### src/rtl/jamma_joy_scanner.sv
// rtl/jamma_joy_scanner.sv - JAMMA shared joystick bus scanner with settle, sync and debounce

// Two-flop synchroniser for asynchronous switch inputs; idles high (released).
module jamma_joy_sync #(
  parameter int W = 8
) (
  input  logic         clk,
  input  logic         rst_n,
  input  logic [W-1:0] din,
  output logic [W-1:0] dout
);

  logic [W-1:0] meta;

  // Double-register the asynchronous bus to resolve metastability.
  always_ff @(posedge clk or negedge rst_n) begin
    if (!rst_n) begin
      meta <= '1;
      dout <= '1;
    end else begin
      meta <= din;
      dout <= meta;
    end
  end

endmodule

// Sample-qualified debouncer: the output only moves once N identical samples
// in a row have been seen, and only on cycles where en marks a sample slot.
module jamma_joy_debounce #(
  parameter int W = 8,
  parameter int N = 3
) (
  input  logic         clk,
  input  logic         rst_n,
  input  logic         en,
  input  logic [W-1:0] sample,
  output logic [W-1:0] dout
);

  localparam logic [3:0] N_L = 4'(N);

  logic [W-1:0] cand;
  logic [3:0]   cnt;
  logic [3:0]   cnt_next;

  // Next run length: saturates at N on a repeat, restarts at 1 on any change.
  always_comb begin
    cnt_next = 4'd1;
    if (sample == cand) begin
      cnt_next = (cnt >= N_L) ? N_L : cnt + 4'd1;
    end
  end

  // Advance the candidate/run on sample slots and publish once qualified.
  always_ff @(posedge clk or negedge rst_n) begin
    if (!rst_n) begin
      cand <= '1;
      cnt  <= 4'd0;
      dout <= '1;
    end else if (en) begin
      cand <= sample;
      cnt  <= cnt_next;
      if (cnt_next == N_L) begin
        dout <= sample;
      end
    end
  end

endmodule

// Top level: alternates JSELECT between the two players, waits for the bus
// mux and synchroniser to settle, then samples and debounces each player.
module jamma_joy_scanner #(
  parameter int SETTLE     = 4,
  parameter int DEBOUNCE_N = 3
) (
  input  logic       CLK,
  input  logic       RESET_N,
  input  logic [7:0] JJOY,
  input  logic [1:0] JCOIN,
  input  logic [5:0] LOCAL_JOY,
  output logic       JSELECT,
  output logic [7:0] JOY1,
  output logic [7:0] JOY2,
  output logic [1:0] COIN,
  output logic       SCAN_TICK
);

  typedef enum logic [1:0] {
    SETTLE1 = 2'd0,
    SAMPLE1 = 2'd1,
    SETTLE2 = 2'd2,
    SAMPLE2 = 2'd3
  } state_t;

  localparam logic [7:0] SETTLE_LAST = 8'(SETTLE - 1);

  state_t     state;
  logic [7:0] settle_cnt;
  logic [7:0] jjoy_s;
  logic [1:0] coin_s;
  logic [7:0] p1_sample;
  logic       p1_en;
  logic       p2_en;

  jamma_joy_sync #(.W(8)) u_sync_joy (
    .clk   (CLK),
    .rst_n (RESET_N),
    .din   (JJOY),
    .dout  (jjoy_s)
  );

  jamma_joy_sync #(.W(2)) u_sync_coin (
    .clk   (CLK),
    .rst_n (RESET_N),
    .din   (JCOIN),
    .dout  (coin_s)
  );

  // Scan sequencer: settle, sample P1, switch to P2, settle, sample P2, switch back.
  always_ff @(posedge CLK or negedge RESET_N) begin
    if (!RESET_N) begin
      state      <= SETTLE1;
      settle_cnt <= 8'd0;
      JSELECT    <= 1'b0;
      SCAN_TICK  <= 1'b0;
    end else begin
      SCAN_TICK <= 1'b0;
      case (state)
        SETTLE1: begin
          if (settle_cnt == SETTLE_LAST) begin
            settle_cnt <= 8'd0;
            state      <= SAMPLE1;
          end else begin
            settle_cnt <= settle_cnt + 8'd1;
          end
        end
        SAMPLE1: begin
          JSELECT <= 1'b1;
          state   <= SETTLE2;
        end
        SETTLE2: begin
          if (settle_cnt == SETTLE_LAST) begin
            settle_cnt <= 8'd0;
            state      <= SAMPLE2;
          end else begin
            settle_cnt <= settle_cnt + 8'd1;
          end
        end
        default: begin
          JSELECT   <= 1'b0;
          SCAN_TICK <= 1'b1;
          state     <= SETTLE1;
        end
      endcase
    end
  end

  // Local joystick is wire-ANDed into player 1 before qualification.
  always_comb begin
    p1_sample = jjoy_s & {2'b11, LOCAL_JOY};
    p1_en     = (state == SAMPLE1);
    p2_en     = (state == SAMPLE2);
  end

  jamma_joy_debounce #(.W(8), .N(DEBOUNCE_N)) u_db_p1 (
    .clk    (CLK),
    .rst_n  (RESET_N),
    .en     (p1_en),
    .sample (p1_sample),
    .dout   (JOY1)
  );

  jamma_joy_debounce #(.W(8), .N(DEBOUNCE_N)) u_db_p2 (
    .clk    (CLK),
    .rst_n  (RESET_N),
    .en     (p2_en),
    .sample (jjoy_s),
    .dout   (JOY2)
  );

  // Coins are only advanced in the P1 slot, so they debounce once per scan.
  jamma_joy_debounce #(.W(2), .N(DEBOUNCE_N)) u_db_coin (
    .clk    (CLK),
    .rst_n  (RESET_N),
    .en     (p1_en),
    .sample (coin_s),
    .dout   (COIN)
  );

endmodule
### config.mk
export PLATFORM = sky130hd
export DESIGN_NAME = jamma_joy_scanner
export DESIGN_NICKNAME = d
export VERILOG_FILES = /design/src/rtl/jamma_joy_scanner.sv
export SDC_FILE = /design/constraint.sdc
export NUM_CORES = 1
export LEC_CHECK = 0
export BUFFER_PORTS_ARGS = -buffer_cell sky130_fd_sc_hd__buf_2
export CAP_MARGIN = 15
export CORE_MARGIN = 5
export CORE_UTILIZATION = 50
export DETAILED_ROUTE_END_ITERATION = 16
export PLACE_DENSITY = 0.74
export SYNTH_ARGS = -nofsm -noshare
export SYNTH_HDL_FRONTEND = slang
export SYNTH_SLANG_ARGS = --single-unit
### constraint.sdc
create_clock -name CLK -period 2.3 [get_ports CLK]
set_clock_uncertainty 0.1 [all_clocks]
set_input_delay 0.115 -clock CLK [delete_from_list [all_inputs] [get_ports CLK]]
set_output_delay 0.115 -clock CLK [all_outputs]
set_load 0.01 [all_outputs]
==> results of run 1 <==
==> registers in the layout, summed over array words and instances, names as in the netlist, 4 cells and up <==
name and count:
u_db_p1.cand 8, u_db_p2.cnt 4, u_db_p2.dout 8, u_db_p1.cnt 4
u_sync_joy.dout 8, u_db_p2.cand 8, settle_cnt 8, u_sync_joy.meta 8
u_db_p1.dout 8, u_db_coin.cnt 4
==> layout make-up <==
cell class	count	area, sq um
multi-input combinational	148	1130
inverter	16	60.1
fill	485	2380
timing repair buffer	63	448
tap	77	96.3
sequential	80	2070
clock inverter	7	77.6
clock buffer	9	124
==> how the worst min path moves through the flow <==
stage	endpoint	cells past startpoint	slack (ns)
after detailed placement	JSELECT$_DFFE_PN0P_	1	-0.03
after global placement	JSELECT$_DFFE_PN0P_	1	-0.03
after floorplan	JSELECT$_DFFE_PN0P_	0	-0.28
final	u_db_p1.dout[5]$_DFFE_PN1P_	3	0.07
after CTS	u_db_p1.dout[5]$_DFFE_PN1P_	3	0.05
after global routing	u_db_p1.dout[5]$_DFFE_PN1P_	3	0.06
==> routing by layer <==
layer / global-route usage (%) / routed length [um] / vias to the layer above
met1: 20.6 / 2610 / 1029
met2: 25.0 / 2930 / 46
met3: 4.46 / 278 / 5
met5: 0 / 0 / -
met4: 5.87 / 73 / 0
li1: - / - / 997
==> what timing repair did <==
item / in CTS / in global routing
hold endpoints to repair: 64 / 0
setup endpoints to repair: 0 / 12
setup buffers: 0 / 1
hold buffers: 16 / 0
resized for setup: 0 / 1
==> cell usage in the layout (no fill, tap or decap), types with 2 or more instances in the layout <==
cell type	instances
xnor2_1	8
buf_4	9
nor4_1	4
clkbuf_8	9
dfstp_2	56
o22ai_1	5
buf_12	2
nor2b_1	7
buf_2	36
clkinvlp_4	2
ha_1	8
nand2_1	15
mux2i_1	5
mux2_4	3
nor3_1	4
dlygate4sd3_1	16
or2_2	2
o21ai_0	13
a21oi_1	6
nand3_1	7
nor2_1	3
mux2_2	23
dfrtp_1	24
inv_6	2
xor2_1	8
nand4_1	4
inv_1	16
and3_1	9
==> cells by family after synthesis <==
logic type | after synthesis | share of synthesized area, %
DFF | 80 | 63.0
and+or+nand+nor | 61 | 10.2
AOI/OAI and AO/OA | 32 | 6.09
muxes | 31 | 10.8
buffers and inverters | 23 | 2.63
xor gates and xnor gates | 16 | 4.26
adders and majority gates | 8 | 3.05
==> worst max-delay path: stages, from the launching register on <==
cell,delay [ns]
dfstp_2,0.59
and3_1,0.17
o22ai_1,0.09
or4_4,0.58
a21oi_4,0.17
buf_12,0.14
mux2_4,0.30
==> power breakdown <==
group	total, mW	switching (mW)	internal, mW
Combinational	0.153	0.0734	0.0799
Clock	1.03	0.522	0.511
Sequential	1.52	0.0330	1.48
==> flow_metrics.py, run 1 <==
metrics = {
    "global_routing": {
        "antenna_found_initial": 0,
        "grt_max_degree": 50,
        "grt_pass1_vias": 2118,
        "grt_use_total_pct": 15.7,
        "gr-total-overflow": 0,
        "grt_pass1_wl_mm": 10.4,
    },
    "cells_and_area": {
        "layout-drive-gt1-share_pct": 47.4,
        "areaGrowthSynthToFinish_pct": 21.9,
        "fin_cells": 400,
        "fin_area_sq_um": 4010,
        "final_core_util_pct": 62.8,
        "diodes": 0,
        "finalNetCount": 344,
    },
    "routing": {
        "post_drt_wl_per_cell_um": 14.7,
        "routed_wl_mm": 5.89,
        "drc": 0,
        "dr.pass1.iters": 4,
        "routed_via_density": 5.19,
        "antenna_left": 0,
        "vias": 2077,
        "dr.first_iter.drc_count": 41,
    },
    "critical_path": {
        "critPathKind": "register to register",
        "crit_path_end_kind": "register",
        "critPathCapture": "u_db_p1.dout[6]$_DFFE_PN1P_",
        "cp.required_ns": 2.47,
        "worstReg2RegStart": "u_sync_joy.dout[0]$_DFF_PN1_",
        "reg2reg_depth": 6,
        "r2r-end": "u_db_p1.dout[6]$_DFFE_PN1P_",
        "cp.arrival_ns": 2.38,
        "cp_max_fo": 7,
        "startpoint": "u_sync_joy.dout[0]$_DFF_PN1_",
        "reg2reg_slack_ns": 0.09,
        "critPathLaunchType": "register",
    },
    "clock_tree": {
        "numCtsBuffers": 9,
        "clkSinkCount": 80,
        "htreeDepth": 3,
        "clock_path_buffers": 2,
        "cts.root.buffer_cell": "clkbuf_8",
        "clkLatencyLatePin_ns": 0.35,
        "cts_tree": "built",
        "path_clk_slew_ns": 0.09,
    },
    "die": {
        "fp.dieH_um": 91.1,
        "core_area_sq_um": 6390,
        "die_x_um": 91.1,
        "start_util_pct": 51.5,
        "die_area_sq_um": 8300,
        "row_count": 29,
        "num_io_pins": 38,
    },
    "timing": {
        "worst_pin_slew_ns": 0.472,
        "period_needed_ns": 2.21,
        "finalHoldViolCount": 0,
        "fmax_mhz": 454,
        "rsz0062_at_grt": "false",
        "whs_ns": 0.0692,
        "period_share_pct": 95.9,
        "maxSlewHeadroom_pct": 68.3,
        "setup-tns-final_ns": 0,
        "layout_setup_ws_ns": 0.0950,
        "setup_violations": 0,
        "slew_viol_final": 0,
    },
    "min_path": {
        "hold_start": "LOCAL_JOY[5]",
        "min_path_type": "input pin to register",
    },
    "job": {
        "cap_violations": 0,
    },
    "synth": {
        "synthArstFlopShare_pct": 100,
        "ys_seq_area_share_pct": 63.0,
        "synth_ff_type": "dfstp_2",
        "avgSynthCellArea_sq_um": 13.1,
        "ys_types": 36,
        "synthesis.nets": 277,
        "synth_edf_count": 0,
        "netlist_instances": 251,
        "synthTopCellsByCount": "dfstp_2, dfrtp_1, mux2_2, inv_1, nand2_1",
        "synth.area.top_cells": "dfstp_2, dfrtp_1, mux2_2, ha_1, xnor2_1",
        "synth_top_area_share_pct": 44.8,
        "synth_top_cell_by_area": "dfstp_2",
        "syn_area_sq_um": 3290,
        "synth-seq-cells": 80,
        "synth_most_common_cell": "dfstp_2",
        "synth_warnings": 0,
    },
    "pwr": {
        "p_per_area_nw_per_um2": 674,
        "power_mw": 2.70,
        "p_leak_nw": 1.80,
        "peakVddDrop_uv": 519,
    },
    "placement": {
        "place_area_sq_um": 3620,
        "port_buffers": 37,
        "hpwlAfterDp_mm": 4.03,
        "place_ws_ns": 0.0737,
        "place.gp.congestion": 0.761,
        "dp_cells": 367,
    },
    "outcome": {
        "outcome": "finished, final reports clean",
    },
}
Power figures use the tool's default switching activity.
==> run 2, diff against run 1 <==
--- a/config.mk
+++ b/config.mk
@@ -10,7 +10,7 @@
 export CORE_MARGIN = 5
 export CORE_UTILIZATION = 50
 export DETAILED_ROUTE_END_ITERATION = 16
-export PLACE_DENSITY = 0.74
+export PLACE_DENSITY = 0.71
 export SYNTH_ARGS = -nofsm -noshare
 export SYNTH_HDL_FRONTEND = slang
 export SYNTH_SLANG_ARGS = --single-unit
==> constraint.sdc (replaced) <==
create_clock -name CLK -period 2.6 [get_ports CLK]
set_clock_uncertainty 0.1 [all_clocks]
set_input_delay 0.13 -clock CLK [delete_from_list [all_inputs] [get_ports CLK]]
set_output_delay 0.13 -clock CLK [all_outputs]
set_load 0.01 [all_outputs]
==> run 2 against run 1 <==
Net effect:
- sequential power shrank 12%
- wire length shrank 2.8%
- via count shrank 3.2%
- core utilization shrank 1.4 points
- clock-buffer cell count grew 1
- die area is the same
- fmax shrank 5.5%
- non-clock buffer count shrank 8
- register-to-register slack gained 0.17 ns
- cell count shrank 2.0%
- worst setup slack gained 0.17 ns
==> flow_metrics.py, run 2 (synthesis gave the netlist of run 1 again) <==
metrics = {
    "cells_and_area": {
        "diodes": 0,
        "layout_common_cells": "dfstp_2, buf_2, dfrtp_1",
        "fin_area_sq_um": 3920,
        "layout-drive-gt1-share_pct": 45.4,
        "finalNetCount": 336,
        "final_common_cell": "dfstp_2",
        "areaGrowthSynthToFinish_pct": 19.2,
    },
    "timing": {
        "rsz0062_at_grt": "false",
        "slew_viol_final": 0,
        "finalHoldViolCount": 0,
        "worst_pin_slew_ns": 0.939,
        "fmax_mhz": 429,
        "setup-tns-final_ns": 0,
        "maxSlewHeadroom_pct": 37.4,
        "period_share_pct": 89.7,
        "period_needed_ns": 2.33,
        "setup_violations": 0,
    },
    "clock_tree": {
        "clkSinkCount": 80,
        "path_clk_slew_ns": 0.08,
        "cts_resized": 0,
        "holdBufCountCts": 16,
        "htreeDepth": 3,
        "numCtsBuffers": 9,
        "clock_path_buffers": 2,
        "cts_tree": "built",
        "cts.root.buffer_cell": "clkbuf_8",
        "clkLatencyLatePin_ns": 0.35,
        "cts_setup_buffers": 0,
    },
    "routing": {
        "antenna_left": 0,
        "post_drt_wl_per_cell_um": 14.6,
        "dr.first_iter.drc_count": 87,
        "dr.pass1.iters": 4,
        "routed_wl_mm": 5.72,
        "vias": 2011,
        "routed_via_density": 5.13,
        "drc": 0,
    },
    "pwr": {
        "p_per_area_nw_per_um2": 604,
        "peakVddDrop_uv": 446,
        "p_leak_nw": 1.74,
    },
    "critical_path": {
        "cp.arrival_ns": 2.46,
        "critical_path.max_stage_delay_ns": 0.59,
        "cp.required_ns": 2.73,
        "cp_max_fo": 5,
        "cp_cell_sequence": "ha_1, or4b_2, nor4_1, or2_2, o21ai_0",
        "critPathLaunchType": "register",
        "critPathKind": "register to register",
        "crit_path_end_kind": "register",
        "cp_slowest_cell": "or4b_2",
    },
    "placement": {
        "hpwlAfterDp_mm": 3.77,
        "port_buffers": 37,
        "place.gp.congestion": 0.739,
        "place_area_sq_um": 3560,
    },
    "die": {
        "fp.dieH_um": 91.1,
        "die_area_sq_um": 8300,
        "row_count": 29,
        "start_util_pct": 51.5,
        "num_io_pins": 38,
        "die_x_um": 91.1,
        "core_area_sq_um": 6390,
    },
    "global_routing": {
        "grt_use_total_pct": 14.9,
        "grt_max_degree": 81,
        "gr-total-overflow": 0,
        "grt_pass1_vias": 1955,
        "grt_pass1_wl_mm": 9.77,
        "antenna_found_initial": 0,
    },
    "outcome": {
        "outcome": "finished, final reports clean",
    },
    "min_path": {
        "min_path_type": "input pin to register",
    },
    "job": {
        "cap_violations": 0,
    },
}
[run 2: path summary, 6_finish.rpt]
check	startpoint	to	slack, ns	cells past startpoint
worst max-delay path	settle_cnt[0]$_DFFE_PN0N_	settle_cnt[1]$_DFFE_PN0N_	0.27	5
worst min-delay path	LOCAL_JOY[5]	u_db_p1.dout[5]$_DFFE_PN1P_	0.09	3
min in group asynchronous	RESET_N	u_db_coin.cnt[3]$_DFFE_PN0P_	0.40	2
worst max register to register	settle_cnt[0]$_DFFE_PN0N_	settle_cnt[1]$_DFFE_PN0N_	0.27	5
worst min register to register	u_sync_joy.meta[1]$_DFF_PN1_	u_sync_joy.dout[1]$_DFF_PN1_	0.26	0
max in group asynchronous	RESET_N	SCAN_TICK$_DFF_PN0_	1.41	2
[run 2: worst max-delay path, delay by kind of cell (launching register included)]
kind / cells / cell delay (ns)
adder cells (fa/ha/maj): 1 / 0.24
AO/OA/AOI/OAI: 1 / 0.09
flip-flops: 1 / 0.41
AND/OR/NAND/NOR: 3 / 1.36
[run 2: cell type report]
| type | count | area (sq um) |
|---|---|---|
| inverters | 16 | 60.1 |
| flip-flops and latches | 80 | 2070 |
| fillers | 503 | 2470 |
| multi-input cells | 148 | 1130 |
| well taps | 77 | 96.3 |
| repair buffers | 55 | 363 |
| clock inverters | 6 | 70.1 |
| clock buffers | 10 | 128 |
[run 2: routing by layer]
layer / share of wire (%) / vias up / global-route usage [%]
met1: 47 / 982 / 20.2
met5: 0 / - / 0
met3: 5.3 / 9 / 5.45
li1: - / 985 / -
met4: 1.7 / 0 / 5.50
met2: 46 / 35 / 22.1
[run 2: per-stage QoR]
stage | util (%) | worst slack (ns) | total power [mW] | cells | hold WS, ns
after global placement | 55.7 | 0.277 | 1.47 | 360 | 0.135
final | 61.3 | 0.267 | 2.36 | 392 | 0.0931
after global routing | 61.3 | 0.0451 | 2.48 | 392 | 0.0716
after detailed placement | 55.7 | 0.272 | 1.47 | 360 | 0.136
after CTS | 61.3 | 0.249 | 2.40 | 392 | 0.0763
after floorplan | - | 0.342 | 1.41 | 251 | -0.266
[run 2: report_power, final]
| group | total, mW | internal (mW) | leakage, nW | switching (mW) |
|---|---|---|---|---|
| Clock | 0.896 | 0.446 | 0.0887 | 0.449 |
| Combinational | 0.126 | 0.0643 | 0.761 | 0.0615 |
| Sequential | 1.34 | 1.31 | 0.891 | 0.0315 |
==> run 3, diff against run 2 <==
--- a/config.mk
+++ b/config.mk
@@ -9,6 +9,7 @@
 export CAP_MARGIN = 15
 export CORE_MARGIN = 5
 export CORE_UTILIZATION = 50
+export CTS_BUF_LIST = sky130_fd_sc_hd__clkbuf_8 sky130_fd_sc_hd__clkbuf_16
 export DETAILED_ROUTE_END_ITERATION = 16
 export PLACE_DENSITY = 0.71
 export SYNTH_ARGS = -nofsm -noshare
==> run 3 against run 2 <==
Net effect:
- register-to-register slack about the same
- clock power decreased by 0.4%
- wire length unchanged
- non-clock buffer count unchanged
- clock-buffer cell count decreased by 1
- total power decreased by 0.17%
- design area unchanged
- sequential power about the same
- first-iteration DRC count increased by 2.3%
- combinational power about the same
- cell count unchanged
- hold slack about the same
- largest cell class unchanged
==> flow_metrics.py, run 3 (synthesis gave the netlist of run 1 again) <==
metrics = {
    "outcome": {
        "outcome": "finished, final reports clean",
    },
    "pwr": {
        "seqPwrFrac_pct": 56.9,
        "p_per_area_nw_per_um2": 603,
        "peakVddDrop_uv": 446,
        "power.clock.fraction_pct": 37.8,
        "swShare_pct": 23.0,
        "internal-power_mw": 1.82,
        "p_switching_uw": 542,
        "combPwrFrac_pct": 5.3,
        "p_leak_nw": 1.75,
    },
    "clock_tree": {
        "htreeDepth": 3,
        "numCtsBuffers": 9,
        "cts_setup_buffers": 0,
        "clkSinkCount": 80,
        "cts_resized": 0,
        "clkLatencyLatePin_ns": 0.35,
        "cts.root.buffer_cell": "clkbuf_8",
        "clock_path_buffers": 2,
        "cts_tree": "built",
        "path_clk_slew_ns": 0.08,
    },
    "die": {
        "row_count": 29,
        "die_x_um": 91.1,
        "start_util_pct": 51.5,
        "core_area_sq_um": 6390,
        "die_area_sq_um": 8300,
        "fp.dieH_um": 91.1,
        "num_io_pins": 38,
    },
    "timing": {
        "fmax_mhz": 429,
        "setup_violations": 0,
        "rsz0062_at_grt": "false",
        "maxSlewHeadroom_pct": 37.4,
        "slew_viol_final": 0,
        "worst_pin_slew_ns": 0.939,
        "period_needed_ns": 2.33,
        "whs_ns": 0.0934,
        "period_share_pct": 89.8,
        "setup-tns-final_ns": 0,
        "finalHoldViolCount": 0,
    },
    "cells_and_area": {
        "num-fill-cells": 503,
        "multi_input_area_sq_um": 1130,
        "final_core_util_pct": 61.3,
        "layout-drive-gt1-share_pct": 45.4,
        "fin_cells": 392,
        "layout_common_cells": "dfstp_2, buf_2, dfrtp_1",
        "regArea_sq_um": 2070,
        "fin_area_sq_um": 3920,
        "finalNetCount": 336,
        "diodes": 0,
        "areaGrowthSynthToFinish_pct": 19.2,
        "final_common_cell": "dfstp_2",
    },
    "global_routing": {
        "grt_use_total_pct": 14.9,
        "grt_max_degree": 81,
        "grt_pass1_wl_mm": 9.77,
        "grt_pass1_vias": 1955,
        "gr-total-overflow": 0,
        "antenna_found_initial": 0,
    },
    "critical_path": {
        "cp_cell_sequence": "ha_1, or4b_2, nor4_1, or2_2, o21ai_0",
        "crit_path_end_kind": "register",
        "reg2reg_depth": 5,
        "critPathLaunchType": "register",
        "crit_buf_inv": 0,
        "cp_top_family": "simple AND/OR/NAND/NOR gates",
        "r2r-end": "settle_cnt[1]$_DFFE_PN0N_",
        "reg2reg_slack_ns": 0.27,
        "critPathKind": "register to register",
        "cp_slowest_cell": "or4b_2",
        "worstReg2RegStart": "settle_cnt[0]$_DFFE_PN0N_",
        "cp.required_ns": 2.73,
        "critical_path.max_stage_delay_ns": 0.59,
        "cp.arrival_ns": 2.46,
        "cp_max_fo": 5,
    },
    "min_path": {
        "hold_path_end": "u_db_p1.dout[5]$_DFFE_PN1P_",
        "whs_path_depth": 3,
        "hold_start": "LOCAL_JOY[5]",
        "min_path_type": "input pin to register",
    },
    "placement": {
        "dp_cells": 360,
        "port_buffers": 37,
        "place.gp.congestion": 0.739,
        "place_area_sq_um": 3560,
        "hpwlAfterDp_mm": 3.77,
    },
    "routing": {
        "dr.first_iter.drc_count": 89,
        "antenna_left": 0,
        "drc": 0,
        "vias": 2011,
        "dr.pass1.iters": 4,
        "routed_via_density": 5.13,
        "routed_wl_mm": 5.72,
        "post_drt_wl_per_cell_um": 14.6,
    },
    "job": {
        "cap_violations": 0,
    },
}
## run 3: cell types whose count changed in the layout (fill, tap and decap cells not counted), sizes merged
cell | previous run | this run
inv | 16 | 17
clkbuf | 10 | 9
## run 3: worst reg2reg max path, cell delays in order, from the launching register on
cell,delay [ns]
dfrtp_1,0.41
ha_1,0.24
or4b_2,0.59
nor4_1,0.51
or2_2,0.27
o21ai_0,0.09
## run 3: power by group through the flow
stage / clock, mW / combinational [mW] / sequential [mW]
4_1_cts: 0.921 / 0.130 / 1.34
3_3_place_gp: 0 / 0.107 / 1.36
2_1_floorplan: 0 / 0.0535 / 1.36
6_report: 0.892 / 0.126 / 1.34
5_1_grt: 0.980 / 0.144 / 1.35
3_5_place_dp: 0 / 0.110 / 1.36
## run 3: worst max path at each step
stage,startpoint,endpoint,slack [ns],cells past startpoint
5_1_grt,settle_cnt[0]$_DFFE_PN0N_,settle_cnt[5]$_DFFE_PN0N_,0.04,6
4_1_cts,settle_cnt[0]$_DFFE_PN0N_,settle_cnt[1]$_DFFE_PN0N_,0.25,5
6_report,settle_cnt[0]$_DFFE_PN0N_,settle_cnt[1]$_DFFE_PN0N_,0.27,5
3_5_place_dp,settle_cnt[0]$_DFFE_PN0N_,settle_cnt[1]$_DFFE_PN0N_,0.27,5
3_3_place_gp,settle_cnt[0]$_DFFE_PN0N_,settle_cnt[1]$_DFFE_PN0N_,0.28,5
2_1_floorplan,state[1]$_DFFE_PN0P_,u_db_p1.dout[5]$_DFFE_PN1P_,0.34,7
## run 3: timing repair
action,in CTS,in global routing
hold buffers,16,0
hold endpoints to repair,44,0
setup endpoints to repair,0,0
## run 3: per-stage QoR
stage / power, mW / setup WS (ns)
after detailed placement: 1.47 / 0.272
after CTS: 2.39 / 0.249
final: 2.36 / 0.266
after global placement: 1.47 / 0.277
after floorplan: 1.41 / 0.342
after global routing: 2.47 / 0.0450
## run 3: layer usage
layer	GRT usage (%)	up-vias	part of all wire (%)
met2	22.1	35	46
met3	5.45	9	5.4
met4	5.50	0	1.7
li1	-	985	-
met1	20.2	982	47
met5	0	-	0
## run 3: layout make-up
type                    instances  area share [%]
inverters                      16            1.53
flip-flops and latches         80            52.9
clock buffers                   9            3.16
clock inverters                 7            1.88
repair buffers                 55            9.26
well taps                      77            2.46
multi-input cells             148            28.8
